**config.mk**
```make
export PLATFORM = sky130hd
export DESIGN_NAME = sha256_ctrl_fsm
export DESIGN_NICKNAME = d
export VERILOG_FILES = /design/src/rtl/sha256_ctrl_fsm.sv
export SDC_FILE = /design/constraint.sdc
export NUM_CORES = 1
export LEC_CHECK = 0
export CORE_AREA = 2 2 59 61
export CTS_CLUSTER_SIZE = 30
export DETAILED_ROUTE_END_ITERATION = 8
export DIE_AREA = 0 0 61 63
export PLACE_DENSITY = 0.89
export SYNTH_ARGS = -nofsm -noshare
export SYNTH_HDL_FRONTEND = slang
export SYNTH_SLANG_ARGS = --single-unit
```
**constraint.sdc**
```tcl
create_clock -name clk -period 2.78 [get_ports clk]
set_input_delay 0.556 -clock clk [delete_from_list [all_inputs] [get_ports clk]]
set_output_delay 0.556 -clock clk [all_outputs]
set_load 0.03 [all_outputs]
```
**src/rtl/sha256_ctrl_fsm.sv**
```systemverilog
// SHA-256 sequencing controller: top-level state, round counter
// and remaining-block counter feeding the control-output decoder.
module sha256_ctrl_fsm #(
   parameter int BLK_W = 8
) (
   input  logic             clk,
   input  logic             rst_n,
   input  logic             start,
   input  logic             abort,
   input  logic             pad_done,
   input  logic [BLK_W-1:0] blocks_num,
   output logic [3:0]       state,
   output logic [5:0]       round_idx,
   output logic [BLK_W-1:0] blocks_left,
   output logic             round_last
);

   typedef enum logic [3:0] {
      S_IDLE  = 4'd0,
      S_PAD   = 4'd1,
      S_LOAD  = 4'd2,
      S_LENLO = 4'd3,
      S_LENHI = 4'd4,
      S_INIT  = 4'd5,
      S_PREP  = 4'd6,
      S_RND   = 4'd7,
      S_UPD   = 4'd8,
      S_DONE  = 4'd9
   } state_t;

   state_t           st_q, st_d;
   logic [5:0]       rnd_q, rnd_d;
   logic [BLK_W-1:0] left_q, left_d;
   logic [BLK_W-1:0] num_q, num_d;

   always_ff @(posedge clk or negedge rst_n) begin
      if (!rst_n) begin
         st_q   <= S_IDLE;
         rnd_q  <= '0;
         left_q <= '0;
         num_q  <= '0;
      end else begin
         st_q   <= st_d;
         rnd_q  <= rnd_d;
         left_q <= left_d;
         num_q  <= num_d;
      end
   end

   always_comb begin
      st_d   = st_q;
      rnd_d  = rnd_q;
      left_d = left_q;
      num_d  = num_q;
      if (abort) begin
         st_d   = S_IDLE;
         rnd_d  = '0;
         left_d = '0;
      end else begin
         case (st_q)
            S_IDLE:  if (start) st_d = S_PAD;
            S_PAD: begin
               if (pad_done) begin
                  st_d  = S_LOAD;
                  num_d = blocks_num;
               end
            end
            S_LOAD: begin
               left_d = num_q;
               st_d   = S_LENLO;
            end
            S_LENLO: st_d = S_LENHI;
            S_LENHI: st_d = S_INIT;
            S_INIT:  st_d = (left_q == '0) ? S_DONE : S_PREP;
            S_PREP: begin
               rnd_d = '0;
               st_d  = S_RND;
            end
            // 6-bit counter wraps 63 -> 0 as the block finishes
            S_RND: begin
               rnd_d = rnd_q + 6'd1;
               if (rnd_q == 6'd63) st_d = S_UPD;
            end
            S_UPD: begin
               left_d = left_q - 1'b1;
               st_d   = (left_q == BLK_W'(1)) ? S_DONE : S_PREP;
            end
            S_DONE:  if (!start) st_d = S_IDLE;
            default: begin
               st_d   = S_IDLE;
               rnd_d  = '0;
               left_d = '0;
            end
         endcase
      end
   end

   assign state       = st_q;
   assign round_idx   = rnd_q;
   assign blocks_left = left_q;
   assign round_last  = (st_q == S_RND) && (rnd_q == 6'd63);

endmodule

```
==> summary.log, run 1 <==
INFO  floorplan      pin_count=32
INFO  final_layout   sequential_cell_area=654um2
INFO  detailed_routing first_iter_violations=73
INFO  detailed_routing drt-wirelength-per-cell=14.2um
INFO  clocking       clock_sink_count=26
INFO  job            max-cap-violations=0
INFO  detailed_routing detail_route.vias_per_cell=5.81
INFO  worst_setup_path max_stage_delay=0.70ns
INFO  synth          netlist_area=0.00159mm2
INFO  timing         timing.final.crit_share=91.5%
INFO  floorplan      start_util=49.1%
INFO  clocking       tritoncts=done
INFO  detailed_routing drc_errors=0
INFO  synth          seq_area_frac_synth=41.0%
INFO  worst_setup_path worstPathMaxFanout=8
INFO  timing         clock_skew=0.00377ns
INFO  grt            grtUsageTotal=19.2%
INFO  clocking       clk-insertion-delay-late=0.31ns
INFO  grt            grt_max_degree=27
INFO  timing         grt_setup_unrepaired=false
INFO  timing         report.final.slew_viol_count=0
INFO  detailed_routing antenna_violation_net_count_after_detailed_routing=0
INFO  worst_setup_path critical_setup_path_kind=reg -> out
INFO  clocking       cts_inserted_buffers=3
INFO  worst_setup_path cp_cell_sequence=nand4b_1 -> nor3_1 -> clkdlybuf4s50_1
INFO  pwr            power.density_cell_area=431mW/mm2
INFO  placed_design  numPlacedInstances=235
INFO  hold_path      hold_path_class=reg -> reg
INFO  final_layout   syn_to_final_growth=24.3%
INFO  pwr            power.static_leakage=0.783nW
INFO  worst_setup_path crit_slowest_cell=sky130_fd_sc_hd__clkdlybuf4s50_1
INFO  placed_design  dpl_cell_area=0.00195mm2
INFO  synth          postSynthRegisterBits=26
INFO  placed_design  routability_congestion_estimate_from_global_placement=0.899
INFO  detailed_routing dr.pass1.iters=4
INFO  floorplan      num_rows=21
INFO  synth          post_synth.cell_area_avg=9.85um2
INFO  grt            gr-total-overflow=0
INFO  worst_setup_path path_delay_family=buffers and inverters
INFO  clocking       cts_root_buf=sky130_fd_sc_hd__clkbuf_4
INFO  final_layout   finalCoreUtilization=61.0%
INFO  placed_design  port_buffers=31
INFO  floorplan      die_h=63um
INFO  timing         setup_tns=0ns
INFO  synth          number_of_flops_mapped_to_enable_cells_by_yosys=0
INFO  clocking       number_of_buffers_on_the_longest_clock_path=2
INFO  timing         achievable-frequency=393MHz
INFO  placed_design  detailedPlacementHpwl=2450um
INFO  timing         setup_viol=0
INFO  grt            antenna_found_initial=0
INFO  final_layout   layout.cells.non_filler=238
INFO  worst_setup_path critPathArrivalTime=1.99ns
INFO  timing         report.final.hold_viol_count=0
INFO  grt            grt_first_pass_wirelength=5780um
INFO  detailed_routing num_vias=1,382
INFO  synth          yosysUniqueCellTypes=51
INFO  synth          post_synth_inst_count=161
INFO  worst_setup_path setup.reg_to_reg.worst_slack=0.57ns
INFO  detailed_routing route.final.wire_length=3370um
INFO  final_layout   fillers=288
INFO  timing         crit_path_time_final=2.54ns
INFO  worst_setup_path worstPathRequired=2.22ns
INFO  final_layout   fraction_of_layout_cells_with_a_size_suffix_above_1=13.5%
INFO  timing         max_slew.worst_pin.slew=0.511ns
INFO  clocking       h-tree-depth=1
INFO  synth          postSynthNetCount=178
INFO  final_layout   layout_net_count=211
INFO  worst_setup_path startpoint_type=register
INFO  synth          synthFlopType=sky130_fd_sc_hd__dfrtp_1
INFO  final_layout   antenna_cells_inserted=0
INFO  floorplan      dieWidth=61um
INFO  synth          asyncSetResetFlopFracSynth=100%
INFO  floorplan      core_footprint=0.00323mm2
INFO  pwr            vdd.ir_drop.worst=0.000269V
INFO  timing         max-slew-margin-rel=65.9%
INFO  status         outcome=complete, no violations
INFO  clocking       worst_setup_hold_path_clk_slew=0.13ns
INFO  grt            vias_in_the_first_global_route=1,258
INFO  final_layout   multi_input_comb_area=878um2
INFO  synth          ys.warnings.count=0
INFO  worst_setup_path cp.buffers_inverters=1
INFO  worst_setup_path critPathCaptureType=output port
INFO  final_layout   design_area=0.00197mm2
INFO  floorplan      floorplan.die_area=0.00384mm2
==> state kept, by name, indices dropped and copies added, names as in the netlist <==
signal / cells
blocks_left: 8
num_q: 8
round_idx: 6
state: 4
==> cells by family after synthesis <==
| logic type | count (synthesis) | synth area share [%] |
|---|---|---|
| compound gates | 48 | 20.2 |
| flops | 26 | 41.0 |
| buf+inv | 11 | 3.63 |
| mux | 8 | 7.57 |
| simple gates | 60 | 22.2 |
| xor+xnor | 3 | 1.66 |
| fa+ha+maj | 5 | 3.79 |
==> power breakdown <==
part / leakage [nW] / total (mW) / switching [mW] / internal [mW]
Combinational: 0.428 / 0.204 / 0.0738 / 0.130
Clock: 0.0138 / 0.152 / 0.102 / 0.0506
Sequential: 0.341 / 0.495 / 0.0552 / 0.439
Total: 0.783 / 0.851 / 0.231 / 0.620
==> synthesized netlist by cell type (3+ instances only) <==
master / instances / area share, %
sky130_fd_sc_hd__dfrtp_1: 26 / 41
sky130_fd_sc_hd__o21ai_0: 17 / 5.4
sky130_fd_sc_hd__nor2_1: 11 / 2.6
sky130_fd_sc_hd__nand2_1: 9 / 2.1
sky130_fd_sc_hd__nor3_1: 9 / 2.8
sky130_fd_sc_hd__mux2_4: 8 / 7.6
sky130_fd_sc_hd__a21oi_1: 7 / 2.2
sky130_fd_sc_hd__clkbuf_1: 5 / 1.2
sky130_fd_sc_hd__nand3_1: 5 / 1.6
sky130_fd_sc_hd__nor4_1: 5 / 2.0
sky130_fd_sc_hd__ha_1: 4 / 3.2
sky130_fd_sc_hd__inv_1: 3 / 0.71
sky130_fd_sc_hd__o22ai_1: 3 / 1.2
==> area by class of cell <==
cell class	instances	area share, %
Clock buffer	3	1.14
Inverter	3	0.571
Multi-Input combinational cell	124	44.5
Sequential cell	26	33.2
Tap cell	46	2.92
Timing Repair Buffer	36	17.6
==> what timing repair did <==
item                       CTS  global route
hold buffers                 0             0
setup endpoints to repair    0             1
buffers inserted             0             0
resized for setup            0             3
==> worst reg2reg max path, stage by stage (launching register included) <==
cell	delay, ns
sky130_fd_sc_hd__dfrtp_2	0.53
sky130_fd_sc_hd__or4b_4	0.59
sky130_fd_sc_hd__or3b_1	0.63
sky130_fd_sc_hd__mux2_4	0.38
==> layer usage <==
metal,wire (um),global-route usage [%],vias up
met5,0,0,-
met4,26,5.43,0
met3,145,2.28,4
met2,1590,29.0,38
met1,1610,28.7,658
li1,-,-,682
==> through the flow <==
step	total power, mW	hold slack, ns	setup WS [ns]
final	0.851	0.529	0.237
after global placement	0.697	0.498	0.525
after CTS	0.855	0.536	0.107
after global routing	0.907	0.549	0.101
after floorplan	0.633	0.260	0.463
after detailed placement	0.703	0.503	0.464
==> worst paths after layout <==
kind                               from           end  depth (start not counted)
min                        round_idx[5]  round_idx[5]                          1
min reg2reg                round_idx[5]  round_idx[5]                          1
min in group asynchronous         rst_n      num_q[5]                          2
max                            state[3]    round_last                          3
max in group asynchronous         rst_n      state[1]                          2
max reg2reg                    state[1]      num_q[7]                          3
==> cell usage in the layout, fill, tap and decap left out, types with 2 or more instances in the layout <==
cell                              netlist  final
sky130_fd_sc_hd__clkdlybuf4s50_1        0     31
sky130_fd_sc_hd__dfrtp_1               26     23
sky130_fd_sc_hd__o21ai_0               17     17
sky130_fd_sc_hd__nor2_1                11     11
sky130_fd_sc_hd__nand2_1                9      9
sky130_fd_sc_hd__nor3_1                 9      9
sky130_fd_sc_hd__mux2_4                 8      8
sky130_fd_sc_hd__a21oi_1                7      7
sky130_fd_sc_hd__nand3_1                5      5
sky130_fd_sc_hd__nor4_1                 5      5
sky130_fd_sc_hd__buf_4                  0      5
sky130_fd_sc_hd__ha_1                   4      4
sky130_fd_sc_hd__inv_1                  3      3
sky130_fd_sc_hd__o22ai_1                3      3
sky130_fd_sc_hd__clkbuf_4               0      3
sky130_fd_sc_hd__dfrtp_2                0      3
sky130_fd_sc_hd__nand2b_1               2      2
sky130_fd_sc_hd__nor4b_1                2      2
sky130_fd_sc_hd__a211oi_1               2      2
sky130_fd_sc_hd__a311oi_1               2      2
sky130_fd_sc_hd__nor3b_1                2      2
sky130_fd_sc_hd__xnor2_1                2      2
sky130_fd_sc_hd__a2bb2oi_1              2      2
sky130_fd_sc_hd__or2_2                  2      2
sky130_fd_sc_hd__nand3b_1               2      2
sky130_fd_sc_hd__a22o_1                 2      2
(Power assumes the default switching activity.)
==> run 2, diff against run 1 <==
- CORE_AREA: 2 2 59 61 -> 2 2 66 55
- CTS_CLUSTER_DIAMETER: not set -> 200
- DIE_AREA: 0 0 61 63 -> 0 0 68 57
- PLACE_DENSITY: 0.89 -> 0.88
==> run 2 against run 1 <==
  * Clock power grew 110%
  * Design area is 1.6% higher
  * Final cell count down 1.7%
  * Routed wire length increased by 3.4%
  * Die area grew 0.86%
  * Total power increased by 19%
  * Combinational power about the same
  * Register-to-register slack got worse by 0.08 ns
  * Worst setup slack got worse by 0.079 ns
  * Sequential share of layout area down 0.73 points
  * Fmax fell by 3.0%
  * Largest cell class unchanged
==> summary.log, run 2 (synthesis gave the netlist of run 1 again) <==
INFO  status         outcome=complete, no violations
INFO  timing         setup_viol=0
INFO  worst_setup_path worstPathRequired=2.22ns
INFO  floorplan      num_rows=19
INFO  clocking       worst_setup_hold_path_clk_slew=0.09ns
INFO  final_layout   antenna_cells_inserted=0
INFO  grt            grt_first_pass_wirelength=5920um
INFO  placed_design  pre_cts_ws=0.445ns
INFO  grt            gr-total-overflow=0
INFO  placed_design  routability_congestion_estimate_from_global_placement=0.899
INFO  timing         max_slew.worst_pin.slew=0.498ns
INFO  pwr            finalPower=1.02mW
INFO  worst_setup_path worstPathMaxFanout=16
INFO  clocking       clock_sink_count=26
INFO  timing         achievable-frequency=381MHz
INFO  final_layout   syn_to_final_growth=26.3%
INFO  clocking       h-tree-depth=1
INFO  final_layout   fraction_of_layout_cells_with_a_size_suffix_above_1=12.0%
INFO  timing         timing.final.crit_share=94.3%
INFO  worst_setup_path path_delay_family=buffers and inverters
INFO  timing         report.final.slew_viol_count=0
INFO  detailed_routing dr.pass1.iters=4
INFO  pwr            vdd.ir_drop.worst=0.000378V
INFO  grt            antenna_found_initial=0
INFO  detailed_routing route.final.wire_length=3490um
INFO  clocking       number_of_buffers_on_the_longest_clock_path=2
INFO  worst_setup_path max_stage_delay=0.70ns
INFO  placed_design  detailedPlacementHpwl=2530um
INFO  pwr            power.static_leakage=0.805nW
INFO  clocking       clk-insertion-delay-late=0.27ns
INFO  worst_setup_path critPathArrivalTime=2.07ns
INFO  worst_setup_path cp_cell_sequence=nand4b_1 -> nor3_1 -> clkdlybuf4s50_1
INFO  timing         grt_setup_unrepaired=false
INFO  final_layout   layout_net_count=210
INFO  clocking       holdBufCountCts=0
INFO  detailed_routing antenna_violation_net_count_after_detailed_routing=0
INFO  timing         clock_skew=0.00486ns
INFO  clocking       cts_inserted_buffers=3
INFO  clocking       post_cts_resized=0
INFO  final_layout   mostFrequentLayoutCells=sky130_fd_sc_hd__clkdlybuf4s50_1 (31), sky130_fd_sc_hd__dfrtp_1 (26), sky130_fd_sc_hd__o21ai_0 (17), sky130_fd_sc_hd__nor2_1 (11)
INFO  worst_setup_path startpoint_type=register
INFO  detailed_routing detail_route.vias_per_cell=6.07
INFO  detailed_routing drc_errors=0
INFO  timing         crit_path_time_final=2.62ns
INFO  floorplan      pin_count=32
INFO  timing         final.setup.worst_slack=0.157ns
INFO  placed_design  port_buffers=31
INFO  timing         setup_tns=0ns
INFO  floorplan      floorplan.die_area=0.00388mm2
INFO  clocking       tritoncts=done
INFO  floorplan      die_h=57um
INFO  job            max-cap-violations=0
INFO  final_layout   layout.cells.most_common=sky130_fd_sc_hd__clkdlybuf4s50_1
INFO  final_layout   layout.cells.non_filler=234
INFO  timing         max-slew-margin-rel=66.8%
INFO  worst_setup_path critical_setup_path_kind=reg -> out
INFO  clocking       cts_root_buf=sky130_fd_sc_hd__clkbuf_8
INFO  detailed_routing drt-wirelength-per-cell=14.9um
INFO  grt            grt_max_degree=27
INFO  pwr            power.density_cell_area=506mW/mm2
INFO  timing         report.final.hold_viol_count=0
INFO  grt            vias_in_the_first_global_route=1,214
INFO  clocking       postCtsSetupRepairBufs=0
INFO  worst_setup_path cp.buffers_inverters=1
INFO  placed_design  numPlacedInstances=230
INFO  detailed_routing num_vias=1,420
INFO  final_layout   finalCoreUtilization=61.1%
INFO  grt            grtUsageTotal=19.5%
INFO  hold_path      hold_path_class=reg -> reg
INFO  detailed_routing first_iter_violations=193
INFO  floorplan      dieWidth=68um
INFO  floorplan      core_footprint=0.00328mm2
INFO  floorplan      start_util=48.4%
INFO  worst_setup_path critPathCaptureType=output port
INFO  worst_setup_path crit_slowest_cell=sky130_fd_sc_hd__clkdlybuf4s50_1
## run 2: changes by cell type in the layout (fill, tap and decap cells not counted)
cell,before,now
sky130_fd_sc_hd__dfrtp_1,23,26
sky130_fd_sc_hd__clkbuf_4,3,0
sky130_fd_sc_hd__dfrtp_2,3,0
sky130_fd_sc_hd__bufinv_16,0,1
sky130_fd_sc_hd__buf_4,5,4
sky130_fd_sc_hd__clkbuf_8,0,3
## run 2: routing by layer
metal / global-route usage (%) / part of all wire, % / vias to the layer above
met2: 27.2 / 47 / 46
met4: 3.71 / 0.43 / 0
met5: 0 / 0 / -
li1: - / - / 681
met1: 32.0 / 47 / 691
met3: 3.16 / 5.2 / 2
## run 2: worst paths after layout
path | from | endpoint | slack [ns] | depth (start not counted)
setup / recovery | state[2] | round_last | 0.16 | 3
hold / removal | num_q[1] | num_q[1] | 0.53 | 1
setup reg to reg | state[1] | num_q[6] | 0.49 | 3
hold reg to reg | num_q[1] | num_q[1] | 0.53 | 1
max in group asynchronous | rst_n | round_idx[3] | 1.89 | 2
min in group asynchronous | rst_n | blocks_left[2] | 0.64 | 2
## run 2: power breakdown
part | internal [mW] | switching (mW) | total, mW
Sequential | 0.439 | 0.0578 | 0.497
Combinational | 0.129 | 0.0760 | 0.205
Clock | 0.193 | 0.121 | 0.313
## run 2: final cells by class
class | count | area, um2
clock buffers | 3 | 41.3
inverters | 3 | 11.3
well taps | 42 | 52.6
flip-flops and latches | 26 | 651
multi-input cells | 124 | 878
repair buffers | 35 | 340
fillers | 274 | 1280
clock inverters | 1 | 30.0
## run 2: per-stage QoR
step | instance area (um2) | hold slack (ns)
after floorplan | 1590 | 0.260
after global placement | 1930 | 0.501
after detailed placement | 1930 | 0.509
after CTS | 2000 | 0.531
after global routing | 2000 | 0.545
final | 2000 | 0.527
==> run 3, diff against run 2 <==
- GPL_ROUTABILITY_DRIVEN: not set -> 0
- GPL_TIMING_DRIVEN: not set -> 0
==> run 3 against run 2 <==
  * Clock power fell by 23%
  * Count of clock-buffer cells in the layout rose by 1
  * Via count fell by 1.4%
  * Register-to-register slack improved by 0.13 ns
  * Core utilization fell by 0.27 points
  * Sequential share of layout area rose by 0.14 points
  * Worst setup slack improved by 0.22 ns
  * Largest cell class unchanged
  * Die area did not move
  * Non-clock buffer count rose by 1
  * Routed wire length rose by 0.57%
  * Design area fell by 0.44%
==> summary.log, run 3 (synthesis gave the netlist of run 1 again) <==
INFO  status         outcome=complete, no violations
INFO  timing         grt_setup_unrepaired=false
INFO  detailed_routing drt-wirelength-per-cell=14.9um
INFO  clocking       postCtsSetupRepairBufs=0
INFO  hold_path      hold_start=num_q[0]
INFO  clocking       holdBufCountCts=0
INFO  worst_setup_path rr_endpoint=num_q[6]
INFO  grt            gr-total-overflow=0
INFO  worst_setup_path critPathCaptureType=output port
INFO  final_layout   layout.cells.most_common=sky130_fd_sc_hd__clkdlybuf4s50_1
INFO  worst_setup_path critical_setup_path_kind=reg -> out
INFO  job            max-cap-violations=0
INFO  timing         achievable-frequency=417MHz
INFO  worst_setup_path worstPathRequired=2.22ns
INFO  detailed_routing route.final.wire_length=3510um
INFO  floorplan      num_rows=19
INFO  final_layout   antenna_cells_inserted=0
INFO  clocking       h-tree-depth=1
INFO  worst_setup_path setup.reg_to_reg.worst_slack=0.62ns
INFO  timing         setup_viol=0
INFO  timing         max-slew-margin-rel=25.3%
INFO  detailed_routing num_vias=1,400
INFO  worst_setup_path path_delay_family=buffers and inverters
INFO  grt            vias_in_the_first_global_route=1,282
INFO  final_layout   finalCoreUtilization=60.8%
INFO  clocking       cts_root_buf=sky130_fd_sc_hd__clkbuf_8
INFO  timing         crit_path_time_final=2.40ns
INFO  worst_setup_path max_stage_delay=0.40ns
INFO  hold_path      hold-path-cell-count=1
INFO  floorplan      start_util=48.4%
INFO  hold_path      hold_path_class=reg -> reg
INFO  pwr            power.static_leakage=0.813nW
INFO  clocking       clock_sink_count=26
INFO  worst_setup_path cp_cell_sequence=buf_6 -> clkbuf_1 -> nand4b_1 -> nor3_1 -> dlymetal6s2s_1
INFO  detailed_routing drc_errors=0
INFO  worst_setup_path worstReg2RegStart=state[0]
INFO  clocking       tritoncts=done
INFO  clocking       cts_inserted_buffers=3
INFO  timing         setup_tns=0ns
INFO  final_layout   mostFrequentLayoutCells=sky130_fd_sc_hd__clkdlybuf4s50_1 (30), sky130_fd_sc_hd__dfrtp_1 (26), sky130_fd_sc_hd__o21ai_0 (17), sky130_fd_sc_hd__nor2_1 (11)
INFO  clocking       post_cts_resized=0
INFO  timing         report.final.slew_viol_count=0
INFO  final_layout   syn_to_final_growth=25.8%
INFO  worst_setup_path worstRegToRegCells=4
INFO  worst_setup_path crit_slowest_cell=sky130_fd_sc_hd__dfrtp_1
INFO  placed_design  port_buffers=31
INFO  floorplan      die_h=57um
INFO  detailed_routing antenna_violation_net_count_after_detailed_routing=0
INFO  final_layout   fraction_of_layout_cells_with_a_size_suffix_above_1=11.4%
INFO  detailed_routing dr.pass1.iters=4
INFO  timing         max_slew.worst_pin.slew=1.12ns
INFO  detailed_routing detail_route.vias_per_cell=5.96
INFO  timing         clock_skew=0.00188ns
INFO  clocking       worst_setup_hold_path_clk_slew=0.09ns
INFO  timing         report.final.hold_viol_count=0
INFO  hold_path      holdPathEnd=num_q[0]
INFO  clocking       number_of_buffers_on_the_longest_clock_path=2
INFO  detailed_routing first_iter_violations=145
INFO  worst_setup_path startpoint_type=register
INFO  clocking       clk-insertion-delay-late=0.26ns
INFO  grt            grt_first_pass_wirelength=6070um
INFO  pwr            vdd.ir_drop.worst=0.000375V
INFO  floorplan      pin_count=32
INFO  worst_setup_path cp.buffers_inverters=3
INFO  worst_setup_path critPathArrivalTime=1.84ns
INFO  placed_design  detailedPlacementHpwl=2650um
INFO  worst_setup_path worstPathMaxFanout=10
INFO  pwr            power.density_cell_area=470mW/mm2
INFO  timing         timing.final.crit_share=86.3%
INFO  grt            grtUsageTotal=20.2%
INFO  final_layout   layout_net_count=211
INFO  grt            grt_max_degree=27
INFO  floorplan      floorplan.die_area=0.00388mm2
INFO  grt            antenna_found_initial=0
INFO  floorplan      dieWidth=68um
INFO  floorplan      core_footprint=0.00328mm2
## run 3: cell count changes in the layout (fill, tap and decap cells not counted)
cell and delta:
sky130_fd_sc_hd__buf_6 +2, sky130_fd_sc_hd__clkbuf_1 +2, sky130_fd_sc_hd__buf_4 -4, sky130_fd_sc_hd__dlymetal6s2s_1 +1
sky130_fd_sc_hd__clkdlybuf4s50_1 -1, sky130_fd_sc_hd__bufinv_16 -1, sky130_fd_sc_hd__buf_2 +1, sky130_fd_sc_hd__clkbuf_8 +1
## run 3: stage by stage
step | setup WS (ns) | cells | hold slack [ns] | total power, mW | area [um2]
final | 0.382 | 235 | 0.526 | 0.938 | 2000
after global routing | 0.271 | 235 | 0.534 | 0.983 | 2000
after CTS | 0.00718 | 238 | 0.526 | 0.942 | 2000
after detailed placement | 0.322 | 234 | 0.505 | 0.707 | 1950
after global placement | 0.305 | 234 | 0.502 | 0.700 | 1950
after floorplan | 0.463 | 161 | 0.260 | 0.633 | 1590
## run 3: per-layer routing
metal  vias up  global-route usage [%]  routed length, um
li1        683                       -                  -
met1       670                    32.2               1690
met2        45                    30.2               1630
met3         2                    1.78                171
met4         0                    4.29                 21
met5         -                       0                  0
## run 3: how the worst max path moves through the flow
stage,from,endpoint,slack (ns),cells after the start
2_1_floorplan,state[3],round_last,0.46,4
3_3_place_gp,state[0],round_last,0.30,4
3_5_place_dp,state[0],round_last,0.32,4
4_1_cts,state[0],round_last,0.007,4
5_1_grt,state[3],round_last,0.27,5
6_report,state[3],round_last,0.38,5
## run 3: area by class of cell
| class | count | area [um2] |
|---|---|---|
| Buffer | 5 | 35.0 |
| Clock buffer | 4 | 55.1 |
| Fill cell | 288 | 1280 |
| Inverter | 3 | 11.3 |
| Multi-Input combinational cell | 124 | 878 |
| Sequential cell | 26 | 651 |
| Tap cell | 42 | 52.6 |
| Timing Repair Buffer | 31 | 313 |
## run 3: report_power, final
part           leakage [nW]  internal [mW]  switching, mW  total, mW
clock network        0.0288          0.126          0.115      0.241
registers             0.346          0.439         0.0571      0.496
logic                 0.438          0.127         0.0738      0.201
